$ cat src/rtl/present_spawner.sv
// present_spawner: decides when a present appears at a bubble-pop location, loads the
// trajectory mover, and tracks the present through falling, landed and blinking until retired.
module present_spawner #(
   parameter int         PRESENT_WIDTH = 20,
   parameter int         FLOOR_Y       = 459,
   parameter int         INIT_LIFT     = 64,
   parameter logic [8:0] SPAWN_THRESH  = 9'd64,
   parameter int         LINGER_FRAMES = 90,
   parameter int         BLINK_FRAMES  = 60,
   parameter int         BLINK_PERIOD  = 4
) (
   input  logic        clk,
   input  logic        reset,
   input  logic        startOfFrame,
   input  logic        spawnTrigger,
   input  logic [10:0] popX,
   input  logic [10:0] popY,
   input  logic [10:0] presentTopLeftY,
   input  logic        presentCollected,
   output logic        loadN,
   output logic [10:0] initialX,
   output logic [10:0] initialY,
   output logic [15:0] initialYspeed,
   output logic        presentVisible,
   output logic [1:0]  presentType,
   output logic        collectedPulse,
   output logic        landed,
   output logic        busy
);

   localparam logic [10:0] X_MAX      = 11'(639 - PRESENT_WIDTH);
   localparam logic [10:0] Y_MAX      = 11'(FLOOR_Y - 1);
   localparam logic [10:0] FLOOR_LINE = 11'(FLOOR_Y);
   localparam logic [15:0] LIFT_SPEED = 16'(-INIT_LIFT);
   localparam logic [7:0]  LINGER_C   = 8'(LINGER_FRAMES);
   localparam logic [7:0]  BLINK_C    = 8'(BLINK_FRAMES);
   localparam logic [7:0]  PERIOD_C   = 8'(BLINK_PERIOD);
   localparam logic [7:0]  LFSR_SEED  = 8'hA5;

   typedef enum logic [2:0] {
      ST_IDLE    = 3'd0,
      ST_LOAD    = 3'd1,
      ST_FALLING = 3'd2,
      ST_LANDED  = 3'd3,
      ST_BLINK   = 3'd4
   } state_t;

   state_t      state_r, state_s;
   logic [7:0]  lfsr_r;
   logic [7:0]  linger_r, linger_s;
   logic [7:0]  blink_r, blink_s;
   logic [7:0]  phase_r, phase_s;
   logic        spawn_ok_s;
   logic        alive_s;
   logic        loadn_s, visible_s, landed_s, busy_s, collected_s;
   logic [10:0] init_x_s, init_y_s;
   logic [15:0] init_speed_s;
   logic [1:0]  type_s;

   // x^8+x^6+x^5+x^4+1; an upset into the lock-up state re-seeds instead of sticking at zero
   function automatic logic [7:0] lfsr_step(input logic [7:0] v);
      logic fb;
      fb = v[7] ^ v[5] ^ v[4] ^ v[3];
      if (v == 8'h00) begin
         lfsr_step = LFSR_SEED;
      end else begin
         lfsr_step = {v[6:0], fb};
      end
   endfunction

   assign spawn_ok_s = ({1'b0, lfsr_r} < SPAWN_THRESH);
   assign alive_s    = (state_r == ST_FALLING) || (state_r == ST_LANDED) || (state_r == ST_BLINK);

   // Free-running spawn/type randomizer
   always_ff @(posedge clk) begin
      if (reset) begin
         lfsr_r <= LFSR_SEED;
      end else begin
         lfsr_r <= lfsr_step(lfsr_r);
      end
   end

   // State register
   always_ff @(posedge clk) begin
      if (reset) begin
         state_r <= ST_IDLE;
      end else begin
         state_r <= state_s;
      end
   end

   // Next-state logic: collection beats landing, landing beats frame-counter expiry
   always_comb begin
      state_s = state_r;
      case (state_r)
         ST_IDLE: begin
            if (spawnTrigger && spawn_ok_s) begin
               state_s = ST_LOAD;
            end else begin
               state_s = ST_IDLE;
            end
         end
         ST_LOAD: begin
            state_s = ST_FALLING;
         end
         ST_FALLING: begin
            if (presentCollected) begin
               state_s = ST_IDLE;
            end else if (presentTopLeftY >= FLOOR_LINE) begin
               state_s = ST_LANDED;
            end else begin
               state_s = ST_FALLING;
            end
         end
         ST_LANDED: begin
            if (presentCollected) begin
               state_s = ST_IDLE;
            end else if (startOfFrame && (linger_r <= 8'd1)) begin
               state_s = ST_BLINK;
            end else begin
               state_s = ST_LANDED;
            end
         end
         ST_BLINK: begin
            if (presentCollected) begin
               state_s = ST_IDLE;
            end else if (startOfFrame && (blink_r <= 8'd1)) begin
               state_s = ST_IDLE;
            end else begin
               state_s = ST_BLINK;
            end
         end
         default: begin
            state_s = ST_IDLE;
         end
      endcase
   end

   // Frame counters: loaded on state entry, stepped on startOfFrame while resident
   always_comb begin
      linger_s = linger_r;
      blink_s  = blink_r;
      phase_s  = phase_r;
      case (state_s)
         ST_LANDED: begin
            if (state_r != ST_LANDED) begin
               linger_s = LINGER_C;
            end else if (startOfFrame) begin
               linger_s = linger_r - 8'd1;
            end else begin
               linger_s = linger_r;
            end
         end
         ST_BLINK: begin
            if (state_r != ST_BLINK) begin
               blink_s = BLINK_C;
               phase_s = PERIOD_C;
            end else if (startOfFrame) begin
               blink_s = blink_r - 8'd1;
               if (phase_r <= 8'd1) begin
                  phase_s = PERIOD_C;
               end else begin
                  phase_s = phase_r - 8'd1;
               end
            end else begin
               blink_s = blink_r;
               phase_s = phase_r;
            end
         end
         default: begin
            linger_s = 8'd0;
            blink_s  = 8'd0;
            phase_s  = 8'd0;
         end
      endcase
   end

   // Output decode from the upcoming state so every output is a flop
   always_comb begin
      loadn_s      = 1'b1;
      visible_s    = 1'b0;
      landed_s     = 1'b0;
      busy_s       = (state_s != ST_IDLE);
      collected_s  = alive_s && presentCollected;
      init_x_s     = initialX;
      init_y_s     = initialY;
      init_speed_s = initialYspeed;
      type_s       = presentType;
      case (state_s)
         ST_LOAD: begin
            loadn_s = 1'b0;
         end
         ST_FALLING: begin
            visible_s = 1'b1;
         end
         ST_LANDED: begin
            visible_s = 1'b1;
            landed_s  = 1'b1;
         end
         ST_BLINK: begin
            landed_s = 1'b1;
            if (state_r != ST_BLINK) begin
               visible_s = 1'b1;
            end else if (startOfFrame && (phase_r <= 8'd1)) begin
               visible_s = ~presentVisible;
            end else begin
               visible_s = presentVisible;
            end
         end
         default: begin
            loadn_s   = 1'b1;
            visible_s = 1'b0;
         end
      endcase
      // Spawn parameters change only on an accepted spawn and hold after retirement
      if ((state_r == ST_IDLE) && (state_s == ST_LOAD)) begin
         init_x_s     = (popX > X_MAX) ? X_MAX : popX;
         init_y_s     = (popY > Y_MAX) ? Y_MAX : popY;
         init_speed_s = LIFT_SPEED;
         type_s       = lfsr_r[3:2];
      end else begin
         init_x_s     = initialX;
         init_y_s     = initialY;
         init_speed_s = initialYspeed;
         type_s       = presentType;
      end
   end

   // Output and counter registers
   always_ff @(posedge clk) begin
      if (reset) begin
         loadN          <= 1'b1;
         initialX       <= 11'd0;
         initialY       <= 11'd0;
         initialYspeed  <= 16'd0;
         presentVisible <= 1'b0;
         presentType    <= 2'd0;
         collectedPulse <= 1'b0;
         landed         <= 1'b0;
         busy           <= 1'b0;
         linger_r       <= 8'd0;
         blink_r        <= 8'd0;
         phase_r        <= 8'd0;
      end else begin
         loadN          <= loadn_s;
         initialX       <= init_x_s;
         initialY       <= init_y_s;
         initialYspeed  <= init_speed_s;
         presentVisible <= visible_s;
         presentType    <= type_s;
         collectedPulse <= collected_s;
         landed         <= landed_s;
         busy           <= busy_s;
         linger_r       <= linger_s;
         blink_r        <= blink_s;
         phase_r        <= phase_s;
      end
   end

endmodule
$ cat config.mk
export PLATFORM = sky130hd
export DESIGN_NAME = present_spawner
export DESIGN_NICKNAME = d
export VERILOG_FILES = /design/src/rtl/present_spawner.sv
export SDC_FILE = /design/constraint.sdc
export NUM_CORES = 1
export LEC_CHECK = 0
export CORE_MARGIN = 3
export CORE_UTILIZATION = 30
export DETAILED_ROUTE_END_ITERATION = 16
export MAX_ROUTING_LAYER = met4
export PLACE_DENSITY = 0.51
export SLEW_MARGIN = 20
export SYNTH_ARGS = -nofsm -noshare
export SYNTH_HDL_FRONTEND = slang
export SYNTH_SLANG_ARGS = --single-unit
$ cat constraint.sdc
create_clock -name clk -period 3 [get_ports clk]
set_clock_uncertainty 0.2 [all_clocks]
set_input_delay 0.3 -clock clk [delete_from_list [all_inputs] [get_ports clk]]
set_output_delay 0.3 -clock clk [all_outputs]
set_load 0.02 [all_outputs]
==> results of run 1 <==
-- flip-flops by register name, summed over array words and instances, names as in the netlist, 2 cells and up --
signal       cells
phase_r          8
state_r          3
lfsr_r           8
blink_r          8
linger_r         8
initialX        11
presentType      2
initialY        11
-- worst min-delay path by stage --
stage                      end  slack [ps]  cells past startpoint
floorplan           state_r[2]         210                      1
finish                   loadN         240                      3
detailed placement   lfsr_r[7]         230                      1
global route             loadN         230                      3
CTS                      loadN         240                      3
global placement     lfsr_r[2]         230                      1
-- synth_stat cells (4+ instances only) --
library cell | instances | area, µm²
sky130_fd_sc_hd__or4_1 | 6 | 45.04
sky130_fd_sc_hd__nor2b_1 | 4 | 25.02
sky130_fd_sc_hd__o211ai_1 | 4 | 30.03
sky130_fd_sc_hd__nor3_1 | 19 | 95.09
sky130_fd_sc_hd__buf_4 | 15 | 112.6
sky130_fd_sc_hd__nand4_1 | 4 | 25.02
sky130_fd_sc_hd__or3_1 | 4 | 25.02
sky130_fd_sc_hd__dfxtp_1 | 65 | 1301
sky130_fd_sc_hd__a31oi_1 | 4 | 25.02
sky130_fd_sc_hd__clkbuf_1 | 12 | 45.04
sky130_fd_sc_hd__inv_1 | 19 | 71.32
sky130_fd_sc_hd__nand2b_1 | 6 | 37.54
sky130_fd_sc_hd__a21oi_1 | 41 | 205.2
sky130_fd_sc_hd__o21ai_1 | 5 | 25.02
sky130_fd_sc_hd__a22oi_1 | 6 | 45.04
sky130_fd_sc_hd__nand2_1 | 27 | 101.4
sky130_fd_sc_hd__and3_1 | 7 | 43.79
sky130_fd_sc_hd__o21ai_0 | 18 | 90.09
sky130_fd_sc_hd__nor4_1 | 4 | 25.02
sky130_fd_sc_hd__nor2_1 | 35 | 131.4
sky130_fd_sc_hd__ha_1 | 6 | 75.07
sky130_fd_sc_hd__nand3_1 | 7 | 35.03
sky130_fd_sc_hd__a211oi_1 | 4 | 30.03
-- worst max-delay path: stages --
cell and delay [ps]:
sky130_fd_sc_hd__clkdlybuf4s50_1 610, sky130_fd_sc_hd__or4b_1 540, sky130_fd_sc_hd__o31ai_4 270, sky130_fd_sc_hd__buf_4 230, sky130_fd_sc_hd__or2_1 250, sky130_fd_sc_hd__o21ai_0 120, sky130_fd_sc_hd__a32o_1 270
-- per-layer routing --
metal | GRT usage, % | vias to the layer above
met5 | - | -
met4 | 3.787 | 0
met3 | 5.313 | 2
met2 | 24.11 | 76
met1 | 19.63 | 1344
li1 | - | 1486
-- area by class of cell --
cell class | count | area share, %
clock buffer | 10 | 3.280
clock inverter | 6 | 1.580
inverter | 20 | 1.789
multi-input combinational | 267 | 38.04
sequential | 65 | 31.01
tap | 133 | 3.965
timing repair buffer | 89 | 20.33
-- stage by stage --
step	total power (µW)	cell area (µm²)	hold slack, ps	std cells	setup slack [ps]
3_5_place_dp	1158	3993	230.7	574	112.9
6_report	1904	4197	240.3	590	419.4
2_1_floorplan	1050	3144	210.1	382	774.2
4_1_cts	1927	4197	239.5	590	450.1
5_1_grt	1996	4197	230.1	590	251.2
3_3_place_gp	1159	3993	231.2	574	179.3
-- cells by family (layout without fill, tap and decap cells) --
kind of cell / count (synthesis) / count (layout) / share of synthesized area, %
other: 1 / 6 / 0.1200
AO/OA/AOI/OAI: 106 / 106 / 21.74
XOR/XNOR: 4 / 4 / 1.121
multiplexers: 2 / 2 / 0.6405
buffers and inverters: 50 / 125 / 7.886
adder cells (fa/ha/maj): 6 / 6 / 2.402
AND/OR/NAND/NOR: 143 / 143 / 24.46
flip-flops: 65 / 65 / 41.63
-- where the power goes --
group	switching [µW]	internal, µW	leakage, µW
Combinational	113	115	0.000937
Sequential	19.6	890	0.000528
Clock	359	408	0.0000949
==> qor.txt, run 1 <==
Number of iterations in the first detailed-routing pass -> 4
Maximum number of pins on one net before global-route repair -> 48
End point of the critical path -> phase_r[5]
Worst relative slew slack -> 40.74%
All-layer global routing usage -> 15.58%
Register-to-Register Setup Slack -> 520 ps
Met3 Routed Length -> 545 µm
Per-instance average area after synthesis -> 8.290 µm²
Worst setup path startpoint -> startOfFrame
Worst Reg-to-Reg Cells -> 5
Number of nets with antenna violations after detailed routing -> 0
Max frequency -> 387.5 MHz
Die extent in y -> 108.1 µm
Placer congestion estimate -> 0.8351
Share of the yosys chip area belonging to registers -> 41.63%
Met2 wirelength from detailed routing -> 3871 µm
Wire length of the first global-routing pass -> 14190 µm
MaxCap Viol Count -> 0
Area of the core region -> 9955 µm²
Worst supply voltage drop on vdd -> 0.1689 mV
Wire per inst -> 14.18 µm
RSZ-0062 raised after global routing -> no
Net count, final -> 496
Min cycle time layout -> 2581 ps
Number of gates resized after cts -> 0
Fraction of the cycle the final worst path needs -> 86.02%
Initial antenna violation count -> 0
Initial Utilization -> 31.40%
GR Overflow Total -> 0
Commonest non-fill, non-tap cell in the layout -> sky130_fd_sc_hd__clkdlybuf4s50_1
Most instantiated flip-flop cell in the synthesis netlist -> sky130_fd_sc_hd__dfxtp_1
Cells after Synth -> 377
Standard-cell row count -> 36
Crit path arrival time -> 2600 ps
Highest routed layer -> met4
Number of hold-slack violations in the final timing report -> 0
CP max FO -> 12
Count of vias placed by the detailed router -> 2908
Total negative setup slack -> 0 ps
Worst-case clock buffer depth -> 2
Source-to-sink clock delay at the later pin of the worst-skew pair -> 330 ps
Antenna fix cells -> 0
PD cells -> 453.8 nW/µm²
Die area -> 11680 µm²
Measured slew at the worst slew-check pin -> 883.0 ps
Startpoint of the worst register-to-register path -> state_r[1]
Post-detailed-route DRC marker count -> 0
Detailed-route vias per instance -> 4.929
Leak -> 0.001560 µW
Synth async-reset ratio -> 0%
Status -> complete, no violations
Layout cells sized above 1 -> 8.534%
IO Port Bufs -> 76
Ports -> 83
CP Data Required Time -> 3020 ps
Type of origin of the critical path -> input pin
Unique cell type count in the Yosys netlist -> 58
Number of setup buffers added after CTS -> 0
Start-to-end type of the worst setup path -> in -> reg
Clock Root Buffer -> sky130_fd_sc_hd__clkbuf_8
Synth Cell Area -> 3125 µm²
Reg-to-Reg End -> blink_r[7]
Number of endpoints failing setup at the final stage -> 0
Post-detailed-routing wire length -> 8364 µm
End-of-flow core utilization -> 42.16%
Routed length on met1 -> 3908 µm
Number of DRC markers after the initial detailed-route iteration -> 78
Clock buffer count from CTS -> 9
Warnings from Yosys -> 0
Sequential cell area in the final layout -> 1301 µm²
Clk sinks -> 65
Area growth syn-to-layout -> 34.27%
Total of flip-flops plus latches after synthesis -> 65
Depth of the CTS H-tree -> 3
Worst min-delay path category -> in -> reg
Die width -> 108.1 µm
HPWL after detailed placement -> 6083 µm
Multi-input gate area in the final layout -> 1597 µm²
Via count of the first global-routing pass -> 2913
Source of the worst hold timing path -> reset
Crit. End Element -> flop
Final count of pins violating max slew -> 0
Total of hold buffers inserted after clock tree synthesis -> 0
Highest-count cells in the layout ignoring fill and taps -> 75 x sky130_fd_sc_hd__clkdlybuf4s50_1, 65 x sky130_fd_sc_hd__dfxtp_1, 41 x sky130_fd_sc_hd__a21oi_1
Clock slew at the register clock pins of the worst setup and hold paths -> 70 ps
Number of fill cells in the layout -> 997
EDFF count, synth -> 0
CTS tree -> yes
Power figures use the tool's default switching activity.
==> inputs of run 2 (changes only) <==
--- a/config.mk
+++ b/config.mk
@@ -5,11 +5,12 @@
 export SDC_FILE = /design/constraint.sdc
 export NUM_CORES = 1
 export LEC_CHECK = 0
+export ABC_AREA = 1
 export CORE_MARGIN = 3
 export CORE_UTILIZATION = 30
 export DETAILED_ROUTE_END_ITERATION = 16
 export MAX_ROUTING_LAYER = met4
-export PLACE_DENSITY = 0.51
+export PLACE_DENSITY = 0.5
 export SLEW_MARGIN = 20
 export SYNTH_ARGS = -nofsm -noshare
 export SYNTH_HDL_FRONTEND = slang
==> run 2 against run 1 <==
Net effect:
- setup slack improved by 450 ps
- first-iteration DRC count increased by 40%
- power increased by 10%
- sequential share of layout area decreased by 1.4 points
- area after synthesis increased by 7.4%
- count of clock-buffer cells in the layout unchanged
- non-clock buffer count decreased by 9
- die area increased by 7.0%
==> qor.txt, run 2 <==
Post-detailed-route DRC marker count -> 0 (unchanged)
Slowest CP cell -> sky130_fd_sc_hd__dfxtp_1
Type of origin of the critical path -> flop
Ports -> 83 (unchanged)
Global-route met1 utilization -> 16.64% (-3.0 points)
Post-detailed-routing wire length -> 7987 µm (-4.5%)
Number of iterations in the first detailed-routing pass -> 4 (unchanged)
Area growth syn-to-layout -> 30.77%
Cell taking the most area after synthesis -> sky130_fd_sc_hd__dfxtp_1
All-layer global routing usage -> 13.57% (-2.0 points)
Commonest non-fill, non-tap cell in the layout -> sky130_fd_sc_hd__nand2_1
Worst path setup slack after routing -> 867.0 ps (+447.6 ps)
Synth Cell Area -> 3358 µm² (+7.4%)
Area contributors post-synth -> sky130_fd_sc_hd__dfxtp_1 39%, sky130_fd_sc_hd__nand2_1 11%, sky130_fd_sc_hd__nor2_1 11%
Wire per inst -> 11.38 µm (-20%)
Post-synth top cells -> 100 x sky130_fd_sc_hd__nand2_1, 96 x sky130_fd_sc_hd__nor2_1, 65 x sky130_fd_sc_hd__dfxtp_1, 65 x sky130_fd_sc_hd__inv_1, 26 x sky130_fd_sc_hd__a21oi_1
Area of the core region -> 10890 µm² (+9.4%)
Number of setup buffers added after CTS -> 0 (unchanged)
Cells after Synth -> 489 (+30%)
Placer congestion estimate -> 0.7879 (-5.7%)
Number of endpoints failing setup at the final stage -> 0 (unchanged)
Start-to-end type of the worst setup path -> reg -> reg
MaxCap Viol Count -> 0 (unchanged)
Number of instances on the worst hold path -> 2 (-1)
PD cells -> 477.1 nW/µm² (+5.1%)
Reg-to-Reg End -> linger_r[1]
Wire length of the first global-routing pass -> 13630 µm (-3.9%)
Crit path arrival time -> 2170 ps (-430 ps)
CTS tree -> yes
Maximum number of pins on one net before global-route repair -> 32 (-33%)
Critical Path Max Stage Delay -> 340 ps (-270 ps)
Measured slew at the worst slew-check pin -> 699.2 ps (-183.8 ps)
Top-count cell post-synth -> sky130_fd_sc_hd__nand2_1
Adder-cell area share of the yosys netlist -> 2.235% (-0.17 points)
Initial antenna violation count -> 0 (unchanged)
Met3 Track Usage GR -> 3.967% (-1.3 points)
Initial Utilization -> 30.84% (-0.55 points)
HPWL after detailed placement -> 5877 µm (-3.4%)
Depth of the CTS H-tree -> 3 (unchanged)
Number of nets with antenna violations after detailed routing -> 0 (unchanged)
Worst Reg-to-Reg Cells -> 11 (+6)
Via count of the first global-routing pass -> 3002 (+3.1%)
Worst Hold Path EP -> lfsr_r[2]
Number of hold-slack violations in the final timing report -> 0 (unchanged)
Clk sinks -> 65 (unchanged)
CP Data Required Time -> 3030 ps (about the same)
Peak-usage layer in the global routing report -> met2
Combinational family with the most area after synthesis -> simple AND/OR/NAND/NOR gates
Critical path cell sequence -> inv_1 > ha_1 > nand2_1 > nand2_1 > nand2_2 > nand2_4 > nand2_4 > nor2_4 > inv_1 > a21oi_1 > nor2_1
Per-instance average area after synthesis -> 6.868 µm² (-17%)
Top flop regs -> initialX: 11 flops, initialY: 11 flops
Max frequency -> 468.8 MHz (+21%)
Source of the worst hold timing path -> lfsr_r[1]
Fraction of the mapped netlist area in simple logic gates -> 33.72% (+9.3 points)
Most instantiated flip-flop cell in the synthesis netlist -> sky130_fd_sc_hd__dfxtp_1
Standard-cell row count -> 38 (+5.6%)
Startpoint of the worst register-to-register path -> blink_r[0]
CP max FO -> 11 (-1)
Compound-cell area share of the yosys netlist -> 9.426% (-12 points)
Total of hold buffers inserted after clock tree synthesis -> 0 (unchanged)
Worst setup timing slack at the placement stage -> 662.5 ps (+549.6 ps)
Unique cell type count in the Yosys netlist -> 37 (-36%)
Detailed-route vias per instance -> 4.416 (-10%)
Fraction of the cycle the final worst path needs -> 71.10% (-15 points)
Synth async-reset ratio -> 0% (unchanged)
Number of gates resized after cts -> 0 (unchanged)
Total negative setup slack -> 0 ps (unchanged)
Die extent in y -> 111.8 µm (+3.5%)
Worst-case clock buffer depth -> 2 (unchanged)
IO Port Bufs -> 76 (unchanged)
Worst min-delay path category -> reg -> reg
Layout cells sized above 1 -> 7.117% (-1.4 points)
XOR/XNOR share of the synthesized area -> 2.608% (+1.5 points)
Highest-count cells in the layout ignoring fill and taps -> 100 x sky130_fd_sc_hd__nand2_1, 96 x sky130_fd_sc_hd__nor2_1, 76 x sky130_fd_sc_hd__clkdlybuf4s50_1
Final count of pins violating max slew -> 0 (unchanged)
Crit. End Element -> flop
Die area -> 12500 µm² (+7.0%)
Number of fill cells in the layout -> 1168 (+17%)
Register-to-Register Setup Slack -> 870 ps (+350 ps)
Met2 track utilization from global routing -> 21.30% (-2.8 points)
Total of flip-flops plus latches after synthesis -> 65 (unchanged)
Die width -> 111.8 µm (+3.5%)
Post-synth top area share -> 38.75% (-2.9 points)
Critical path's top delay family -> simple AND/OR/NAND/NOR gates
Worst path bufs/invs -> 2 (unchanged)
Count of vias placed by the detailed router -> 3100 (+6.6%)
Overall power consumption -> 2095 µW (+10%)
Mux contribution to synthesized area -> 0% (-0.64 points)
Number of DRC markers after the initial detailed-route iteration -> 109 (+40%)
Source-to-sink clock delay at the later pin of the worst-skew pair -> 340 ps (about the same)
Leak -> 0.002003 µW (+28%)
Status -> complete, no violations
Clock buffer count from CTS -> 9 (unchanged)
Share of the yosys chip area belonging to registers -> 38.75% (-2.9 points)
Worst relative slew slack -> 53.34% (+13 points)
Worst supply voltage drop on vdd -> 0.1894 mV (+12%)
Min cycle time layout -> 2133 ps (-447.6 ps)
RSZ-0062 raised after global routing -> no
EDFF count, synth -> 0 (unchanged)
Warnings from Yosys -> 0 (unchanged)
Antenna fix cells -> 0 (unchanged)
Net count, final -> 601 (+21%)
GR Overflow Total -> 0 (unchanged)
Clock Root Buffer -> sky130_fd_sc_hd__clkbuf_8
Clock slew at the register clock pins of the worst setup and hold paths -> 80 ps (about the same)
==> run 2: cell count changes in the layout (fill, tap and decap cells not counted), sizes merged, moves of 6 or more <==
cell / change
buf: -10
and3: -7
nor3: -11
or4: -6
nand3: +12
nand4: +7
nor2: +69
a21oi: -15
inv: +47
nand2b: -6
nand2: +79
a22oi: -6
==> run 2: worst register-to-register path, stage by stage (launching register included) <==
cell	delay, ps
sky130_fd_sc_hd__dfxtp_1	340
sky130_fd_sc_hd__inv_1	120
sky130_fd_sc_hd__ha_1	230
sky130_fd_sc_hd__nand2_1	90
sky130_fd_sc_hd__nand2_1	90
sky130_fd_sc_hd__nand2_2	90
sky130_fd_sc_hd__nand2_4	110
sky130_fd_sc_hd__nand2_4	90
sky130_fd_sc_hd__nor2_4	270
sky130_fd_sc_hd__inv_1	190
sky130_fd_sc_hd__a21oi_1	170
sky130_fd_sc_hd__nor2_1	50
==> run 2: cell families (layout without fill, tap and decap cells) <==
logic type / after synthesis / after routing
fa+ha+maj: 6 / 6
buf+inv: 94 / 162
xor+xnor: 10 / 10
compound gates: 58 / 58
simple gates: 255 / 255
other cells: 1 / 6
flops: 65 / 65
==> run 2: worst max path at each step <==
stage	startpoint	endpoint	slack (ps)	depth (start not counted)
6_report	blink_r[0]	linger_r[1]	870	11
5_1_grt	blink_r[0]	linger_r[1]	640	11
4_1_cts	blink_r[0]	linger_r[1]	870	11
3_5_place_dp	startOfFrame	linger_r[1]	660	10
3_3_place_gp	startOfFrame	linger_r[1]	670	10
2_1_floorplan	linger_r[0]	linger_r[4]	1290	11
==> run 2: layer usage <==
metal	vias up	wire [µm]
li1	1639	-
met1	1384	3717
met2	67	3637
met3	10	532
met4	0	99
met5	-	0
==> run 2: where the power goes <==
part | internal [µW] | leakage [µW] | switching, µW
Combinational | 125 | 0.00136 | 140
Clock | 557 | 0.000117 | 365
Sequential | 892 | 0.000529 | 17.1
==> run 2: area by class of cell <==
class	count	area [µm²]	share of cell area (%)
multi-input cells	335	1634	37.21
inverters	66	247.7	5.641
flip-flops and latches	65	1301	29.63
well taps	140	175.2	3.989
repair buffers	80	790.8	18.01
clock buffers	10	127.6	2.906
clock inverters	6	115.1	2.621
==> run 2: through the flow <==
step                      utilization, %  hold WS (ps)  cells  instance area [µm²]
final                              40.34         230.0    702                 4392
after global routing               40.34         267.4    702                 4392
after CTS                          40.34         234.0    702                 4392
after detailed placement           38.11         218.9    686                 4149
after global placement             38.11         218.9    686                 4149
after floorplan                        -         183.9    494                 3377
==> inputs of run 3 (changes only) <==
--- a/config.mk
+++ b/config.mk
@@ -10,7 +10,7 @@
 export CORE_UTILIZATION = 30
 export DETAILED_ROUTE_END_ITERATION = 16
 export MAX_ROUTING_LAYER = met4
-export PLACE_DENSITY = 0.5
+export PLACE_DENSITY = 0.52
 export SLEW_MARGIN = 20
 export SYNTH_ARGS = -nofsm -noshare
 export SYNTH_HDL_FRONTEND = slang
==> constraint.sdc (replaced) <==
create_clock -name clk -period 1.8 [get_ports clk]
set_clock_uncertainty 0.2 [all_clocks]
set_input_delay 0.18 -clock clk [delete_from_list [all_inputs] [get_ports clk]]
set_output_delay 0.18 -clock clk [all_outputs]
set_load 0.02 [all_outputs]
==> run 3 against run 2 <==
Net effect:
- first-iteration DRC count grew 36%
- highest routed layer unchanged
- combinational power grew 79%
- fmax grew 21%
- wire length grew 5.1%
- cell count grew 4.6%
- critical endpoint is now linger_r[4]
==> qor.txt, run 3 (synthesis gave the netlist of run 2 again) <==
Top flop regs -> initialX: 11 flops, initialY: 11 flops
Status -> complete, no violations
Detailed-route vias per instance -> 4.411 (-0.10%)
Number of endpoints failing setup at the final stage -> 0 (unchanged)
Start-to-end type of the worst setup path -> reg -> reg
Total of hold buffers inserted after clock tree synthesis -> 0 (unchanged)
Final count of pins violating max slew -> 0 (unchanged)
Wire length of the first global-routing pass -> 13520 µm (-0.81%)
Highest-count cells in the layout ignoring fill and taps -> 96 x sky130_fd_sc_hd__nand2_1, 92 x sky130_fd_sc_hd__nor2_1, 65 x sky130_fd_sc_hd__clkdlybuf4s50_1
All-layer global routing usage -> 13.61% (+0.039 points)
End point of the critical path -> linger_r[4]
Type of origin of the critical path -> flop
Initial antenna violation count -> 0 (unchanged)
Cell Area, Placed -> 4427 µm² (+6.7%)
Placer congestion estimate -> 0.8054 (+2.2%)
Overall power consumption -> 3224 µW (+54%)
Die extent in y -> 111.8 µm (unchanged)
Number of iterations in the first detailed-routing pass -> 4 (unchanged)
Switching Power -> 845.1 µW (+62%)
Crit path arrival time -> 1810 ps (-360 ps)
Register-to-Register Setup Slack -> 40 ps (-830 ps)
Post-detailed-routing wire length -> 8397 µm (+5.1%)
CP max FO -> 6 (-5)
Reg-to-Reg End -> linger_r[4]
Layout cells sized above 1 -> 17.34% (+10 points)
Commonest non-fill, non-tap cell in the layout -> sky130_fd_sc_hd__nand2_1
Ports -> 83 (unchanged)
Number of DRC markers after the initial detailed-route iteration -> 148 (+36%)
Max frequency -> 568.7 MHz (+21%)
HPWL after detailed placement -> 6177 µm (+5.1%)
PD cells -> 669.5 nW/µm² (+40%)
Die area -> 12500 µm² (unchanged)
Area of the core region -> 10890 µm² (unchanged)
Clock Root Buffer -> sky130_fd_sc_hd__clkbuf_8
CP Data Required Time -> 1850 ps (-1180 ps)
Clk sinks -> 65 (unchanged)
Gate power share -> 14.7% (+2.1 points)
Fraction of the cycle the final worst path needs -> 97.69% (+27 points)
Number of nets with antenna violations after detailed routing -> 0 (unchanged)
Clock slew at the register clock pins of the worst setup and hold paths -> 70 ps (about the same)
Area growth syn-to-layout -> 43.41%
Count of vias placed by the detailed router -> 3238 (+4.5%)
Net count, final -> 634 (+5.5%)
Min cycle time layout -> 1758 ps (-374.6 ps)
Switching share of total power -> 26.21% (+1.3 points)
Sequential cell fraction of total power -> 46.9% (+3.5 points)
Startpoint of the worst register-to-register path -> linger_r[0]
Worst-case clock buffer depth -> 2 (unchanged)
Worst Reg-to-Reg Cells -> 11 (unchanged)
Clock buffer count from CTS -> 9 (unchanged)
Crit. End Element -> flop
CTS tree -> yes
Die width -> 111.8 µm (unchanged)
End-of-flow core utilization -> 44.23% (+3.9 points)
Source-to-sink clock delay at the later pin of the worst-skew pair -> 350 ps (about the same)
Via count of the first global-routing pass -> 3041 (+1.3%)
RSZ-0062 raised after global routing -> yes
Wire per inst -> 11.44 µm (+0.55%)
Worst setup path startpoint -> linger_r[0]
IO Port Bufs -> 76 (unchanged)
Worst path setup slack after routing -> 41.62 ps (-825.4 ps)
Worst setup timing slack at the placement stage -> -247.5 ps (-909.9 ps)
Worst supply voltage drop on vdd -> 0.4026 mV (+110%)
Post-detailed-route DRC marker count -> 0 (unchanged)
Initial Utilization -> 30.84% (unchanged)
GR Overflow Total -> 0 (unchanged)
Leak -> 0.002236 µW (+12%)
Depth of the CTS H-tree -> 3 (unchanged)
Maximum number of pins on one net before global-route repair -> 29 (-9.4%)
Fraction of power consumed by the clock network -> 38.4% (-5.6 points)
Antenna fix cells -> 0 (unchanged)
Post-Layout Inst Area -> 4816 µm² (+9.7%)
Number of hold-slack violations in the final timing report -> 0 (unchanged)
Standard-cell row count -> 38 (unchanged)
Worst min-delay path category -> in -> reg
Number of fill cells in the layout -> 1101 (-5.7%)
Internal power contribution -> 2379 µW (+51%)
MaxCap Viol Count -> 0 (unchanged)
==> run 3: cell types whose count changed in the layout (fill, tap and decap cells not counted), moves of 5 or more <==
cell / change
sky130_fd_sc_hd__nor2_4: +5
sky130_fd_sc_hd__clkdlybuf4s50_1: -11
sky130_fd_sc_hd__buf_12: +6
sky130_fd_sc_hd__inv_1: -6
sky130_fd_sc_hd__buf_4: +24
sky130_fd_sc_hd__dfxtp_1: -6
sky130_fd_sc_hd__dlygate4sd2_1: +10
==> run 3: worst min-delay path by stage <==
stage / startpoint / depth (start not counted) / slack [ps] / end
floorplan: reset / 1 / 60 / state_r[1]
global placement: lfsr_r[6] / 2 / 210 / lfsr_r[7]
detailed placement: lfsr_r[6] / 2 / 220 / lfsr_r[7]
CTS: popX[8] / 3 / 210 / initialX[8]
global route: popX[0] / 3 / 240 / initialX[0]
finish: popX[8] / 3 / 230 / initialX[8]
==> run 3: power groups by stage <==
stage / registers (µW) / clock network (µW) / logic (µW)
after CTS: 1510 / 1290 / 469
after floorplan: 1570 / 0 / 233
after global placement: 1550 / 0 / 472
after global routing: 1520 / 1340 / 522
after detailed placement: 1550 / 0 / 475
final: 1510 / 1240 / 474
==> run 3: area by class of cell <==
| cell class | count | area [µm²] | share of cell area (%) |
|---|---|---|---|
| Multi-Input combinational cell | 335 | 1760 | 36.55 |
| Sequential cell | 65 | 1314 | 27.28 |
| Timing Repair Buffer | 113 | 1115 | 23.15 |
| Inverter | 66 | 257.7 | 5.352 |
| Tap cell | 140 | 175.2 | 3.637 |
| Clock buffer | 10 | 137.6 | 2.858 |
| Clock inverter | 5 | 56.30 | 1.169 |
==> run 3: what timing repair did <==
| item | CTS | global route |
|---|---|---|
| pin swaps | 1 | 16 |
| hold endpoints to repair | 0 | 0 |
| setup buffers | 0 | 6 |
| resized for setup | 15 | 47 |
| setup endpoints to repair | 26 | 28 |
==> run 3: metrics by stage <==
step / cells / hold WS [ps] / setup TNS, ps
detailed placement: 713 / 221.2 / -4709
global route: 734 / 238.2 / -331.5
CTS: 728 / 208.9 / 0
finish: 734 / 226.6 / 0
floorplan: 494 / 63.88 / 0
global placement: 713 / 211.2 / -3299
==> run 3: metal layers <==
metal / routed length, µm / track usage, % / up-vias
met5: 0 / - / -
met1: 3846 / 15.58 / 1430
met2: 3913 / 21.82 / 75
met3: 434 / 3.750 / 19
li1: - / - / 1714
met4: 203 / 6.894 / 0
==> run 3: worst max-delay path, stage by stage, from the launching register on <==
cell and delay [ps]:
sky130_fd_sc_hd__dfxtp_4 370, sky130_fd_sc_hd__inv_2 70, sky130_fd_sc_hd__ha_4 140, sky130_fd_sc_hd__nor2_4 40, sky130_fd_sc_hd__nor2_4 90, sky130_fd_sc_hd__nand2_2 70
sky130_fd_sc_hd__nand2_4 110, sky130_fd_sc_hd__nor2_4 60, sky130_fd_sc_hd__nor2_4 220, sky130_fd_sc_hd__inv_4 90, sky130_fd_sc_hd__a21oi_1 150, sky130_fd_sc_hd__nor2_1 50
